### src/rtl/mbinit_sb_pkg.sv
// mbinit_sb_pkg
//   Shared definitions for the MBINIT sideband transmit path:
//   - 4-bit sideband message codes for the MBINIT and REVERSALMB exchanges
//   - arbiter FSM state encoding
//   - grant encodings (one-hot per requester, zero when nobody owns the port)
package mbinit_sb_pkg;

  // MBINIT message codes
  localparam logic [3:0] MSG_MBINIT_PARAM_CFG_REQ            = 4'b0001;
  localparam logic [3:0] MSG_MBINIT_PARAM_CFG_RESP           = 4'b0010;
  localparam logic [3:0] MSG_MBINIT_CAL_DONE_REQ             = 4'b0011;
  localparam logic [3:0] MSG_MBINIT_CAL_DONE_RESP            = 4'b0100;
  // REVERSALMB message codes
  localparam logic [3:0] MSG_MBINIT_REVERSALMB_INIT_REQ      = 4'b0101;
  localparam logic [3:0] MSG_MBINIT_REVERSALMB_INIT_RESP     = 4'b0110;
  localparam logic [3:0] MSG_MBINIT_REVERSALMB_CLR_ERR_REQ   = 4'b0111;
  localparam logic [3:0] MSG_MBINIT_REVERSALMB_CLR_ERR_RESP  = 4'b1000;
  localparam logic [3:0] MSG_MBINIT_REVERSALMB_RESULT_REQ    = 4'b1001;
  localparam logic [3:0] MSG_MBINIT_REVERSALMB_RESULT_RESP   = 4'b1010;
  localparam logic [3:0] MSG_MBINIT_REVERSALMB_DONE_REQ      = 4'b1011;
  localparam logic [3:0] MSG_MBINIT_REVERSALMB_DONE_RESP     = 4'b1100;

  // Arbiter FSM states
  typedef enum logic [1:0] {
    ST_IDLE      = 2'd0,
    ST_ISSUE     = 2'd1,
    ST_WAIT_BUSY = 2'd2,
    ST_DONE      = 2'd3
  } arb_state_e;

  // Grant encodings
  localparam logic [1:0] GNT_NONE    = 2'b00;
  localparam logic [1:0] GNT_SELF    = 2'b01;
  localparam logic [1:0] GNT_PARTNER = 2'b10;

endpackage

### src/rtl/sb_busy_edge_det.sv
// sb_busy_edge_det
//   Falling-edge detector for the sideband transmitter busy flag.
//   One history flop plus an output gate; o_fall is combinational and is
//   high in the cycle where busy is low but was high on the previous edge.
// Ports:
//   clk    in  clock (rising edge)
//   rst    in  asynchronous active-high reset (history cleared to 0)
//   i_busy in  sideband busy
//   o_fall out busy falling edge (history=1, current=0)
module sb_busy_edge_det (
  input  logic clk,
  input  logic rst,
  input  logic i_busy,
  output logic o_fall
);

  logic busy_q;
  logic busy_d;

  always_comb begin
    busy_d = i_busy;
  end

  always_ff @(posedge clk or posedge rst) begin
    if (rst) begin
      busy_q <= 1'b0;
    end else begin
      busy_q <= busy_d;
    end
  end

  assign o_fall = busy_q & ~i_busy;

endmodule

### src/rtl/mbinit_sb_tx_arbiter.sv
// mbinit_sb_tx_arbiter
//   Arbitrates the single sideband transmitter between the ModuleSelf and
//   ModulePartner MBINIT requesters. A request is latched on grant, launched
//   with a one-cycle o_sb_valid once the transmitter is not busy, and is
//   complete when busy falls; the owner then gets a one-cycle done pulse.
//   Ties are broken round-robin (the requester not served last wins).
// Ports:
//   CLK, rst                       clock, asynchronous active-high reset
//   i_self_*    / i_partner_*      request valid, msg, data_valid, data
//   i_Busy_SideBand                sideband transmitter busy
//   o_sb_valid                     one-cycle launch strobe
//   o_sb_msg/_data_valid/_data     latched message of the granted requester
//   o_grant                        01 self, 10 partner, 00 none
//   o_self_done / o_partner_done   one-cycle completion pulses
//   o_timeout_err                  one-cycle timeout pulse
// Configuration:
//   MBINIT_SB_ARB_TIMEOUT_EN       when defined, WAIT_BUSY gives up after
//                                  TO_CYCLES cycles without a busy falling
//                                  edge; otherwise it waits indefinitely and
//                                  o_timeout_err is tied low.
module mbinit_sb_tx_arbiter
  import mbinit_sb_pkg::*;
#(
  parameter int unsigned TO_CYCLES = 1023
) (
  input  logic        CLK,
  input  logic        rst,
  input  logic        i_self_valid,
  input  logic [3:0]  i_self_msg,
  input  logic        i_self_data_valid,
  input  logic [15:0] i_self_data,
  input  logic        i_partner_valid,
  input  logic [3:0]  i_partner_msg,
  input  logic        i_partner_data_valid,
  input  logic [15:0] i_partner_data,
  input  logic        i_Busy_SideBand,
  output logic        o_sb_valid,
  output logic [3:0]  o_sb_msg,
  output logic        o_sb_data_valid,
  output logic [15:0] o_sb_data,
  output logic [1:0]  o_grant,
  output logic        o_self_done,
  output logic        o_partner_done,
  output logic        o_timeout_err
);

  if (TO_CYCLES < 1 || TO_CYCLES > 1023) begin : g_to_cycles_range
    $error("mbinit_sb_tx_arbiter: TO_CYCLES must be in 1..1023");
  end

  arb_state_e  state_q, state_d;
  logic [1:0]  grant_q, grant_d;
  logic        sb_valid_q, sb_valid_d;
  logic [3:0]  msg_q, msg_d;
  logic        dv_q, dv_d;
  logic [15:0] data_q, data_d;
  logic        self_done_q, self_done_d;
  logic        partner_done_q, partner_done_d;
  // 1 = self was served last, so partner wins the next tie
  logic        last_self_q, last_self_d;

  logic        busy_fall;
  logic        pick_self;
  logic        granted_valid;
  logic        release_txn;

`ifdef MBINIT_SB_ARB_TIMEOUT_EN
  localparam logic [9:0] TO_LAST = 10'(TO_CYCLES - 1);
  logic [9:0] to_cnt_q, to_cnt_d;
  logic       timeout_err_q, timeout_err_d;
`endif

  sb_busy_edge_det u_busy_edge (
    .clk    (CLK),
    .rst    (rst),
    .i_busy (i_Busy_SideBand),
    .o_fall (busy_fall)
  );

  always_comb begin
    state_d        = state_q;
    grant_d        = grant_q;
    sb_valid_d     = 1'b0;
    msg_d          = msg_q;
    dv_d           = dv_q;
    data_d         = data_q;
    self_done_d    = 1'b0;
    partner_done_d = 1'b0;
    last_self_d    = last_self_q;
    pick_self      = 1'b0;
    granted_valid  = 1'b0;
    release_txn    = 1'b0;
`ifdef MBINIT_SB_ARB_TIMEOUT_EN
    to_cnt_d      = to_cnt_q;
    timeout_err_d = 1'b0;
`endif

    case (state_q)
      ST_IDLE: begin
        if (i_self_valid || i_partner_valid) begin
          pick_self   = i_self_valid && (!i_partner_valid || !last_self_q);
          state_d     = ST_ISSUE;
          last_self_d = pick_self;
          if (pick_self) begin
            grant_d = GNT_SELF;
            msg_d   = i_self_msg;
            dv_d    = i_self_data_valid;
            data_d  = i_self_data;
          end else begin
            grant_d = GNT_PARTNER;
            msg_d   = i_partner_msg;
            dv_d    = i_partner_data_valid;
            data_d  = i_partner_data;
          end
        end
      end

      ST_ISSUE: begin
        granted_valid = (grant_q == GNT_SELF) ? i_self_valid : i_partner_valid;
        // A withdrawn request is dropped silently; it never reached the wire.
        if (!granted_valid) begin
          release_txn = 1'b1;
        end else if (!i_Busy_SideBand) begin
          sb_valid_d = 1'b1;
          state_d    = ST_WAIT_BUSY;
`ifdef MBINIT_SB_ARB_TIMEOUT_EN
          to_cnt_d = '0;
`endif
        end
      end

      ST_WAIT_BUSY: begin
        // Requester valids are not looked at here: once launched, it completes.
        if (busy_fall) begin
          state_d        = ST_DONE;
          self_done_d    = (grant_q == GNT_SELF);
          partner_done_d = (grant_q == GNT_PARTNER);
        end
`ifdef MBINIT_SB_ARB_TIMEOUT_EN
        else if (to_cnt_q == TO_LAST) begin
          timeout_err_d = 1'b1;
          release_txn   = 1'b1;
        end else begin
          to_cnt_d = to_cnt_q + 10'd1;
        end
`endif
      end

      default: begin
        release_txn = 1'b1;
      end
    endcase

    if (release_txn) begin
      state_d = ST_IDLE;
      grant_d = GNT_NONE;
      msg_d   = '0;
      dv_d    = 1'b0;
      data_d  = '0;
    end
  end

  always_ff @(posedge CLK or posedge rst) begin
    if (rst) begin
      state_q        <= ST_IDLE;
      grant_q        <= GNT_NONE;
      sb_valid_q     <= 1'b0;
      msg_q          <= '0;
      dv_q           <= 1'b0;
      data_q         <= '0;
      self_done_q    <= 1'b0;
      partner_done_q <= 1'b0;
      last_self_q    <= 1'b1;
`ifdef MBINIT_SB_ARB_TIMEOUT_EN
      to_cnt_q       <= '0;
      timeout_err_q  <= 1'b0;
`endif
    end else begin
      state_q        <= state_d;
      grant_q        <= grant_d;
      sb_valid_q     <= sb_valid_d;
      msg_q          <= msg_d;
      dv_q           <= dv_d;
      data_q         <= data_d;
      self_done_q    <= self_done_d;
      partner_done_q <= partner_done_d;
      last_self_q    <= last_self_d;
`ifdef MBINIT_SB_ARB_TIMEOUT_EN
      to_cnt_q       <= to_cnt_d;
      timeout_err_q  <= timeout_err_d;
`endif
    end
  end

  assign o_sb_valid      = sb_valid_q;
  assign o_sb_msg        = msg_q;
  assign o_sb_data_valid = dv_q;
  assign o_sb_data       = data_q;
  assign o_grant         = grant_q;
  assign o_self_done     = self_done_q;
  assign o_partner_done  = partner_done_q;
`ifdef MBINIT_SB_ARB_TIMEOUT_EN
  assign o_timeout_err   = timeout_err_q;
`else
  assign o_timeout_err   = 1'b0;
`endif

endmodule

### config.mk
export PLATFORM = sky130hd
export DESIGN_NAME = mbinit_sb_tx_arbiter
export DESIGN_NICKNAME = d
export VERILOG_FILES = /design/src/rtl/mbinit_sb_pkg.sv /design/src/rtl/sb_busy_edge_det.sv /design/src/rtl/mbinit_sb_tx_arbiter.sv
export SDC_FILE = /design/constraint.sdc
export NUM_CORES = 1
export LEC_CHECK = 0
export ABC_AREA = 1
export BUFFER_PORTS_ARGS = -buffer_cell sky130_fd_sc_hd__buf_4
export CORE_MARGIN = 5
export CORE_UTILIZATION = 40
export CTS_CLUSTER_DIAMETER = 60
export DETAILED_ROUTE_END_ITERATION = 7
export HOLD_SLACK_MARGIN = 0.02
export PLACE_DENSITY = 0.78
export SLEW_MARGIN = 20
export SYNTH_ARGS = -nofsm -noshare
export SYNTH_HDL_FRONTEND = slang
export SYNTH_HIERARCHICAL = 1
export SYNTH_SLANG_ARGS = --single-unit
### constraint.sdc
create_clock -name CLK -period 2.1 [get_ports CLK]
set_input_delay 0.105 -clock CLK [delete_from_list [all_inputs] [get_ports CLK]]
set_output_delay 0.105 -clock CLK [all_outputs]
set_load 0.01 [all_outputs]
-- Word-level counts from Yosys, hierarchy flattened
Cells that the tools add are included.
- register bits after elaboration: 30
- bits in latches: 0
- memory bits (writable): 0
- ROM bits: 0
- bits of input ports: 47
- output and inout bits: 27
- word-level logic and storage cells: 65
- memories: 0
- add/subtract/negate cells: 0
- multiply operators: 0
- divide/modulo/power cells: 0
- $lt $le $gt $ge: 0
- equal/unequal tests: 8
- shifts and indexed selects: 0
- mux-type cells: 32
- bitwise gates (word level): 2
- reduce and logical (&&, ||, !) cells: 13
- operators with widths (kind ; number):
    2-to-1 mux 16 bit ; 4
    2-to-1 mux 2 bit ; 9
    2-to-1 mux 4 bit ; 4
    2-to-1 mux 1 bit ; 13
    inequality test 3 bit (second input constant) ; 4
    one-hot mux 2 bit (3 select lines) ; 1
    AND reduction 5 bit ; 1
    equality test 2 x 1 -> 1 bit (second input constant) ; 2
    equality test 2 bit (second input constant) ; 2
    AND reduction 2 bit ; 2
    nonzero test 2 bit ; 2
    nonzero test 4 bit ; 1
    zero test 1 bit ; 2
    zero test 2 bit ; 1
    logical OR 1 bit ; 2
    one-hot mux 1 bit (2 select lines) ; 1
    OR reduction 2 bit ; 1
    AND 1 bit ; 1
    logical AND 1 bit ; 1
    NOT 1 bit ; 1

-- Logic depth before layout (Yosys ltp)
Gate-level depths: netlist of run 1.
- word-level depth: 7
- depth in mapped cells: 10
- mapped depth without buffers: 10

-- Cells and area by module
The synthesis of run 1 kept the hierarchy.
- modules (own cells, without submodules) (module ; times used ; cells an instance ; area each (um2) ; sequential area each (um2)):
    mbinit_sb_tx_arbiter ; 1 ; 228 ; 1639.1 ; 726.9
    sb_busy_edge_det ; 1 ; 4 ; 38.8 ; 25.0

-- Worst setup path before layout of run 1
Ideal clock, no wire load.
- path kind: register to register
- from: register state_q[1]
- to: register grant_q[1] (netlist: o_grant[1])
- library setup time: 0.117 ns
- arrival time: 1.259 ns
- required time: 1.983 ns
- path slack: 0.724 ns
- stages on the path, launching flop included: 10
- path buffers: 1
- clock period less this slack: 1.376 ns
- cell sequence: dfrtp_1 > inv_1 > ha_1 > inv_1 > nand3_1 > nand2_1 > nand2_2 > buf_4 > nand3_1 > nand2_1
- longest elaborated chain between the ends: 5
- elaborated cells between the ends (all ways): 9
- classes of those cells: eq/ne (2); mux (2); reduce/logical (5)
- RTL lines (element ; RTL line ; text):
    start: declaration ; mbinit_sb_tx_arbiter.sv:51 ; arb_state_e state_q, state_d;
    start signal: assignment ; mbinit_sb_tx_arbiter.sv:179 ; state_q <= state_d;
    equality test 2 bit or zero test 2 bit (tied branches) ; mbinit_sb_tx_arbiter.sv:98 ; case (state_q)
    OR reduction 2 bit (no source line) ; -- ;
    one-hot mux 1 bit (2 select lines) ; mbinit_sb_tx_arbiter.sv:98 ;
    nonzero test 2 bit (no source line) ; -- ;
    AND reduction 2 bit (no source line) ; -- ;
    end signal: assignment ; mbinit_sb_tx_arbiter.sv:180 ; grant_q <= grant_d;
    end: declaration ; mbinit_sb_tx_arbiter.sv:52 ; logic [1:0] grant_q, grant_d;
Parallel ways exist; a longest one is shown, timed or not.
A chain may end at the register's enable or synchronous reset.

-- Worst setup path in the final report of run 1
- from: register state_q[1]
- to: register data_q[8] (netlist: o_sb_data[8])
- longest elaborated chain between the ends: 5
- elaborated cells between the ends (all ways): 9
- classes of those cells: eq/ne (2); mux (2); reduce/logical (5)
- RTL lines (element ; RTL line ; text):
    equality test 2 bit or zero test 2 bit (tied branches) ; mbinit_sb_tx_arbiter.sv:98 ;
    OR reduction 2 bit (no source line) ; -- ;
    one-hot mux 1 bit (2 select lines) ; mbinit_sb_tx_arbiter.sv:98 ;
    nonzero test 2 bit (no source line) ; -- ;
    AND reduction 2 bit (no source line) ; -- ;
    end signal: assignment ; mbinit_sb_tx_arbiter.sv:184 ; data_q <= data_d;
    end: declaration ; mbinit_sb_tx_arbiter.sv:56 ; logic [15:0] data_q, data_d;
Parallel ways exist; a longest one is shown, timed or not.

==> flow_summary.toml, run 1 <==
[floorplanning]
io_pins = 74
initial_utilization = 0.416
fp-row-count = 23
core_um2 = 4030
dieArea_um2 = 5590
die_w_um = 74.8
fp.dieH_um = 74.8

[setup_path]
cp_num_buf_inv = 2
critPathTopFamily = "simple AND/OR/NAND/NOR gates"
cp.arrival_ps = 1900
cp_num_cells = 8
reg2reg_slack_ps = 420
crit_path_end_kind = "flop"
path_class = "reg2reg"
reg2reg_depth = 8
r2r-start = "state_q[1]$_DFFE_PP0P_"
cp_slowest_cell = "nor2_4"
start_kind = "flop"
worstPathRequired_ps = 2320
worstPathMaxFanout = 23
critical_path.max_stage_delay_ps = 410
cp_cell_sequence = "inv_1 -> ha_1 -> inv_1 -> nand3_1 -> nand2_2 -> nor2_4 -> nand2_1 -> nand2_1"
r2r-end = "o_sb_data[8]$_DFFE_PP0P_"

[placement]
port_buffers = 72
place_congestion = 0.821
dp_hpwl_mm = 3.31
placed_area_um2 = 2230
dp.cells = 346

[power_and_ir_drop]
p_leak_nw = 1.39
power_density_nw_per_um2 = 1260
vdd_drop_max_v = 0.000453

[worst_hold_path]
hold_class = "in2reg"
worstHoldStart = "i_partner_data[9]"
hold_end = "o_sb_data[9]$_DFFE_PP0P_"
whs_path_depth = 5

[detailed_routing]
top_layer_used = "met4"
wl_mm = 4.48
dr.pass1.iters = 4
drc = 0
via_per_inst = 4.72
dr_total_vias = 1682
wire_per_inst_um = 12.6
drt_iter0_markers = 71
ant_nets = 0
dr_wl_met3_um = 487
met2WireLength_mm = 2.08
met1_length_mm = 1.84

[clock_tree]
clkSinkCount = 30
cts_tree = "built"
cts_resized = 0
cts-root-buf = "clkbuf_8"
cts_hold_buf = 2
clk_pin_slew_ps = 60
clock_latency_ps = 280
htreeDepth = 2
numCtsBuffers = 5
cts_buffer_depth = 2
postCtsSetupBuffers = 0

[sta]
tightest_slew_ps = 626
period_minus_slack_ps = 1680
skew_ps = 3.02
setup_viol_count_final = 0
final-max-slew-violation-count = 0
rsz0062_at_grt = "no"
period_share = 0.802
relSlewSlack = 0.582
hold_viol = 0
max_freq_mhz = 594
fin_setup_tns_ps = 0

[finish]
num-nets-final = 355
postLayoutCellArea_um2 = 2340
drive_gt1_frac = 0.307
stdcell_count = 356
layout_common_cells = "nand2_1, buf_4, nand3_1"
nFillCells = 405
regArea_um2 = 752
multi_input_area_um2 = 777
syn2layout_area_growth_pct = 39.7
diodes = 0
final_common_cell = "nand2_1"

[grt]
grt_pass1_wl_mm = 7.37
grt_max_degree = 27
antenna_found_initial = 0
grt_pass1_vias = 1660
grt_overflow_total = 0
grt_use_total = 0.172

[logic_synthesis]
synth_top_area_cell = "dfrtp_1"
synth_seq_cells = 30
ys_seq_area_frac = 0.448
ys_warn_count = 6
synth_cell_type_count = 21
netlist_instances = 232
synth.avg_cell_area_um2 = 7.23
synth_area_leaders = "dfrtp_1, nand2_1, nand3_1"
syn_nets = 282
syn_area_um2 = 1680
yosysTopAreaCellShare = 0.433

[run_status]
status = "finished, final reports clean"

[job]
maxCapViolations = 0
stage by stage:
stage	total power, mW	hold slack, ps	utilization	worst slack [ps]
2_1_floorplan	1.96	-166	-	724
3_3_place_gp	2.45	-44.6	0.554	486
3_5_place_dp	2.50	-41.8	0.554	421
4_1_cts	2.98	142	0.582	400
5_1_grt	3.22	159	0.582	190
6_report	2.95	147	0.582	417
sequential cells by signal (all words and copies together), names as in the netlist, 2 cells and up:
| register | flops |
|---|---|
| state_q | 2 |
| o_sb_data | 16 |
| o_grant | 2 |
| o_sb_msg | 4 |
metal layers:
metal | GRT usage | vias to the layer above
li1 | - | 874
met1 | 0.203 | 737
met2 | 0.289 | 64
met3 | 0.0587 | 7
met4 | 0.0672 | 0
met5 | 0 | -
worst register-to-register path: stages (launching register included):
cell and delay [ps]:
dfrtp_1 390, inv_1 80, ha_1 230, inv_1 90, nand3_1 130, nand2_2 90
nor2_4 410, nand2_1 120, nand2_1 80
layout make-up:
class	count	area share
tap	50	0.0267
timing repair buffer	80	0.258
multi-input combinational	173	0.331
sequential	30	0.321
clock buffer	7	0.0368
inverter	15	0.0240
clock inverter	1	0.00213
report_power, final:
group / leakage, nW / internal [mW] / switching (mW)
clock network: 0.0482 / 0.264 / 0.208
registers: 0.397 / 0.817 / 0.136
logic: 0.945 / 0.613 / 0.913
total: 1.39 / 1.69 / 1.26
Yosys cell counts:
cell type  instances
buf_2              5
buf_4              7
buf_6              1
clkbuf_1           1
conb_1             1
dfrtp_1           29
dfstp_2            1
ha_1               3
inv_1             15
nand2_1          104
nand2_2            2
nand3_1           50
nand3_2            1
nand3b_1           1
nand4_1            1
nor2_1             3
nor2_2             3
nor2_4             1
nor3_1             1
nor4_1             1
or2_2              1
worst max path at each step:
stage / start / end / slack [ps]
finish: state_q[1]$_DFFE_PP0P_ / o_sb_data[8]$_DFFE_PP0P_ / 420
global route: state_q[1]$_DFFE_PP0P_ / o_sb_data[8]$_DFFE_PP0P_ / 190
CTS: state_q[1]$_DFFE_PP0P_ / o_sb_msg[3]$_DFFE_PP0P_ / 400
detailed placement: state_q[1]$_DFFE_PP0P_ / o_sb_data[8]$_DFFE_PP0P_ / 420
global placement: state_q[0]$_DFFE_PP0P_ / state_q[1]$_DFFE_PP0P_ / 490
floorplan: state_q[1]$_DFFE_PP0P_ / o_grant[1]$_DFFE_PP0P_ / 720
cell families (layout without fill, tap and decap cells):
group	count (synthesis)	after routing	synth area share
adder cells (fa/ha/maj)	3	3	0.0224
buffers and inverters	29	103	0.0887
flip-flops	30	30	0.448
other	1	1	0.00223
AND/OR/NAND/NOR	169	169	0.438
No activity file was read; power rests on OpenSTA's default activity.
==> run 2: changes to the inputs <==
Settings changed: PLACE_DENSITY 0.78 to 0.81.
Clock period 2.1 ns to 1.5 ns, I/O delays scaled along.
==> run 2 against run 1 <==
Effect of this change:
- global-route usage rose by 2.2 points
- register-to-register slack got worse by 340 ps
- design area rose by 9.1%
- utilization rose by 5.3 points
- maximum frequency rose by 18%
- clock skew rose by 6.8 ps
- via count rose by 7.4%
- wire length rose by 15%
- die area did not move
- highest routed layer unchanged
- clock-buffer cell count did not move
- final cell count rose by 4.2%
==> flow_summary.toml, run 2 (synthesis gave the netlist of run 1 again) <==
[run_status]
status = "finished, final reports clean"

[finish]
postLayoutCellArea_um2 = 2560
diodes = 0
largest_reg_flops = 16
final_common_cell = "nand2_1"
drive_gt1_frac = 0.374
num-nets-final = 370
layout_common_cells = "nand2_1, buf_4, nand3_1"
nFillCells = 370
syn2layout_area_growth_pct = 52.4
stdcell_count = 371

[clock_tree]
cts_tree = "built"
cts_buffer_depth = 2
numCtsBuffers = 5
clkSinkCount = 30
clk_pin_slew_ps = 70
clock_latency_ps = 290
cts-root-buf = "clkbuf_8"
htreeDepth = 2

[setup_path]
path_class = "reg2reg"
r2r-start = "state_q[1]$_DFFE_PP0P_"
cp.arrival_ps = 1600
critPathTopFamily = "flip-flops"
cp_cell_sequence = "inv_2 -> ha_2 -> buf_4 -> nand3_4 -> nand2_4 -> nor2_4 -> buf_4 -> nand2_1 -> nand2_1"
worstPathRequired_ps = 1670
worstPathMaxFanout = 5
cp_slowest_cell = "dfrtp_1"
cp_num_buf_inv = 3
crit_path_end_kind = "flop"
r2r-end = "o_sb_data[11]$_DFFE_PP0P_"
reg2reg_depth = 9
reg2reg_slack_ps = 70
critical_path.max_stage_delay_ps = 400
start_kind = "flop"

[sta]
period_share = 0.951
rsz0062_at_grt = "yes"
setup_ws_ps = 74.2
hold_viol = 0
period_minus_slack_ps = 1430
max_freq_mhz = 701
setup_viol_count_final = 0
skew_ps = 9.82
final-max-slew-violation-count = 0

[floorplanning]
io_pins = 74
fp-row-count = 23
initial_utilization = 0.416
fp.dieH_um = 74.8
dieArea_um2 = 5590
die_w_um = 74.8
core_um2 = 4030

[grt]
grt_pass1_vias = 1843
antenna_found_initial = 0
grt_max_degree = 30
grt_pass1_wl_mm = 8.20
grt_overflow_total = 0
grt.busiest_layer = "met2"
use_met2 = 0.352
grt_use_total = 0.194
gr-usage-met1 = 0.217
grtUsageMet3 = 0.0534

[detailed_routing]
via_per_inst = 4.87
wire_per_inst_um = 13.9
dr.pass1.iters = 4
drt_iter0_markers = 155
drc = 0
ant_nets = 0
dr_total_vias = 1807
wl_mm = 5.16

[power_and_ir_drop]
p_leak_nw = 1.48
power_density_nw_per_um2 = 1970
switching_share = 0.424
power_frac_seq = 0.265
p_clk_frac = 0.167
comb_power_share = 0.567
p_switching_mw = 2.14
vdd_drop_max_v = 0.000968
p_int_mw = 2.90

[worst_hold_path]
whs_path_depth = 5
worstHoldStart = "i_partner_data[3]"
hold_class = "in2reg"
hold_end = "o_sb_data[3]$_DFFE_PP0P_"

[placement]
port_buffers = 72
placed_area_um2 = 2280
dp_hpwl_mm = 3.38
dp.cells = 352
dp_slack_ps = -103
place_congestion = 0.810

[job]
maxCapViolations = 0
run 2: cell types whose count changed in the layout (fill, tap and decap cells not counted), moves of 2 or more:
cell | before | now
buf_4 | 78 | 89
ha_1 | 3 | 1
ha_2 | 0 | 2
inv_1 | 15 | 11
inv_2 | 0 | 4
nand2_1 | 104 | 102
nand2_4 | 0 | 5
nand3_1 | 50 | 47
nand3_4 | 0 | 2
nor2_4 | 1 | 3
run 2: worst min-delay path, delay by kind of cell:
family                 cells  cell delay (ps)
and+or+nand+nor            4              220
buffers and inverters      1               70
run 2: repair_timing:
| action | 4_1_cts | 5_1_grt |
|---|---|---|
| endpoints found under the hold margin | 31 | 0 |
| endpoints found under the setup margin | 24 | 26 |
| pin swaps | 2 | 7 |
| hold buffers | 2 | 0 |
| buffers inserted | 3 | 3 |
| gates cloned | 2 | 1 |
| resized for setup | 5 | 16 |
run 2: final cells by class:
class | instances | area (um^2) | share of cell area
Timing Repair Buffer | 92 | 699 | 0.273
Inverter | 15 | 56.3 | 0.0220
Sequential cell | 30 | 752 | 0.294
Clock buffer | 7 | 86.3 | 0.0338
Clock inverter | 1 | 30.0 | 0.0117
Tap cell | 50 | 62.6 | 0.0245
Multi-Input combinational cell | 176 | 871 | 0.341
run 2: through the flow:
stage               power, mW  setup TNS (ps)   util  hold slack [ps]
detailed placement       3.59           -1800  0.566            -69.3
global placement         3.52            -451  0.566            -73.6
floorplan                2.74               0      -             -196
global route             5.41           -69.1  0.635              149
CTS                      4.71           -1.15  0.614              110
finish                   5.05               0  0.635              110
run 2: how the worst max path moves through the flow:
stage / from / end / slack, ps / depth (start not counted)
after floorplan: state_q[1]$_DFFE_PP0P_ / o_grant[1]$_DFFE_PP0P_ / 120 / 9
after global placement: state_q[0]$_DFFE_PP0P_ / state_q[1]$_DFFE_PP0P_ / -40 / 8
after detailed placement: state_q[0]$_DFFE_PP0P_ / o_sb_data[0]$_DFFE_PP0P_ / -100 / 8
after CTS: state_q[1]$_DFFE_PP0P_ / o_sb_data[7]$_DFFE_PP0P_ / -1 / 7
after global routing: state_q[1]$_DFFE_PP0P_ / state_q[0]$_DFFE_PP0P_ / -20 / 11
final: state_q[1]$_DFFE_PP0P_ / o_sb_data[11]$_DFFE_PP0P_ / 70 / 9
run 2: power by group through the flow:
stage	logic, mW	registers [mW]	clock network [mW]
3_3_place_gp	2.18	1.34	0
5_1_grt	3.16	1.37	0.877
2_1_floorplan	1.29	1.46	0
4_1_cts	2.53	1.33	0.850
6_report	2.86	1.34	0.845
3_5_place_dp	2.25	1.34	0
run 2: layer usage:
metal  wire length [um]  part of all wire
met1               1960              0.38
met2               2610              0.51
met3                516              0.10
met4                 72             0.014
met5                  0                 0
==> run 3: changes to the inputs <==
Settings changed: ABC_CLOCK_PERIOD_IN_PS set to 1500, BUFFER_PORTS_ARGS -buffer_cell sky130_fd_sc_hd__buf_4 to -buffer_cell sky130_fd_sc_hd__buf_2.
==> run 3 against run 2 <==
Effect of this change:
- design area shrank 7.2%
- critical endpoint is now state_q[1]$_DFFE_PP0P_
- via count is 0.83% lower
- highest routed layer unchanged
- sequential share of layout area increased by 2.3 points
==> flow_summary.toml, run 3 (synthesis gave the netlist of run 1 again) <==
[clock_tree]
cts_tree = "built"
clkSinkCount = 30
clock_latency_ps = 280
clk_pin_slew_ps = 60
numCtsBuffers = 5
cts_buffer_depth = 2
cts-root-buf = "clkbuf_8"
htreeDepth = 2

[sta]
period_minus_slack_ps = 1480
skew_ps = 3.09
setup_viol_count_final = 0
setup_ws_ps = 22.1
hold_viol = 0
max_freq_mhz = 677
fin_setup_tns_ps = 0
rsz0062_at_grt = "yes"
whs_ps = 113
period_share = 0.985
final-max-slew-violation-count = 0

[detailed_routing]
ant_nets = 0
dr.pass1.iters = 4
via_per_inst = 4.84
drt_iter0_markers = 74
wire_per_inst_um = 13.2
drc = 0
dr_total_vias = 1792
wl_mm = 4.89

[finish]
layout_common_cells = "nand2_1, buf_2, nand3_1"
postLayoutCellArea_um2 = 2370
final_common_cell = "nand2_1"
postLayoutCoreUtil = 0.589
syn2layout_area_growth_pct = 41.5
largest_reg_flops = 16
nFillCells = 385
drive_gt1_frac = 0.375
stdcell_count = 370
diodes = 0
num-nets-final = 369

[grt]
grt_pass1_wl_mm = 7.43
grt_pass1_vias = 1755
grt_overflow_total = 0
grt_use_total = 0.176
grt_max_degree = 24
antenna_found_initial = 0

[power_and_ir_drop]
vdd_drop_max_v = 0.000812
p_leak_nw = 1.43
total_power_mw = 4.71
power_density_nw_per_um2 = 1980

[placement]
dp_slack_ps = -121
place_congestion = 0.845
port_buffers = 72
dp.cells = 353
dp_hpwl_mm = 3.33
placed_area_um2 = 2110

[floorplanning]
fp.dieH_um = 74.8
dieArea_um2 = 5590
io_pins = 74
die_w_um = 74.8
initial_utilization = 0.416
core_um2 = 4030
fp-row-count = 23

[worst_hold_path]
hold_class = "in2reg"

[setup_path]
path_class = "reg2reg"
critPathMostFrequentCell = "nand2_1"
worstPathRequired_ps = 1680
worstPathMaxFanout = 3
cp_cell_sequence = "inv_2 -> ha_2 -> buf_4 -> nand2_1 -> inv_1 -> nor2_1 -> nand2_1 -> nand3_2 -> nand2_1 -> nand2_1 -> nand2_1"
start_kind = "flop"
cp_slowest_cell = "dfrtp_1"
critical_path.max_stage_delay_ps = 400
crit_path_end_kind = "flop"
cp.arrival_ps = 1650

[job]
maxCapViolations = 0

[run_status]
status = "finished, final reports clean"
==> run 3: changes by cell type in the layout (fill, tap and decap cells not counted), sizes merged <==
cell / delta
clkinv: +1
buf: -1
clkbuf: -1
bufinv: -1
clkinvlp: +1
==> run 3: area by class of cell <==
type | instances | area [um^2] | share of cell area
Clock buffer | 6 | 82.6 | 0.0348
Sequential cell | 30 | 752 | 0.317
Clock inverter | 2 | 12.5 | 0.00527
Inverter | 15 | 56.3 | 0.0237
Timing Repair Buffer | 91 | 537 | 0.226
Multi-Input combinational cell | 176 | 871 | 0.367
Tap cell | 50 | 62.6 | 0.0264
==> run 3: path summary, 6_finish.rpt <==
check	startpoint	end	slack (ps)	cells past startpoint
worst max-delay path	state_q[1]$_DFFE_PP0P_	state_q[1]$_DFFE_PP0P_	20	11
worst min-delay path	i_partner_data[10]	o_sb_data[10]$_DFFE_PP0P_	110	5
worst max register to register	state_q[1]$_DFFE_PP0P_	state_q[1]$_DFFE_PP0P_	20	11
worst min register to register	o_sb_data[13]$_DFFE_PP0P_	o_sb_data[13]$_DFFE_PP0P_	470	2
max in group asynchronous	rst	last_self_q$_DFFE_PP1P_	880	4
min in group asynchronous	rst	u_busy_edge/busy_q$_DFF_PP0_	180	3
==> run 3: per-layer routing <==
metal / routed length [um] / global-route usage / vias to the layer above
met1: 1960 / 0.195 / 811
met3: 396 / 0.0414 / 8
li1: - / - / 908
met5: 0 / 0 / -
met4: 106 / 0.0672 / 0
met2: 2430 / 0.325 / 65
==> run 3: worst max-delay path, delay by kind of cell (launching register included) <==
kind / cells / cell delay (ps)
DFF: 1 / 400
buffers and inverters: 3 / 250
and+or+nand+nor: 7 / 550
adders and majority gates: 1 / 180
==> run 3: where the power goes <==
group          total, mW  switching [mW]  internal (mW)
logic               2.72            1.63           1.09
registers           1.32           0.180           1.14
clock network      0.665           0.298          0.368
total               4.71            2.11           2.60
==> run 3: what timing repair did <==
| action | in CTS | in global routing |
|---|---|---|
| hold buffers | 2 | 0 |
| cloned | 1 | 2 |
| setup buffers | 2 | 2 |
| gates resized for setup | 3 | 18 |
| setup endpoints to repair | 24 | 25 |
| hold endpoints to repair | 31 | 0 |
| pin swaps | 2 | 6 |
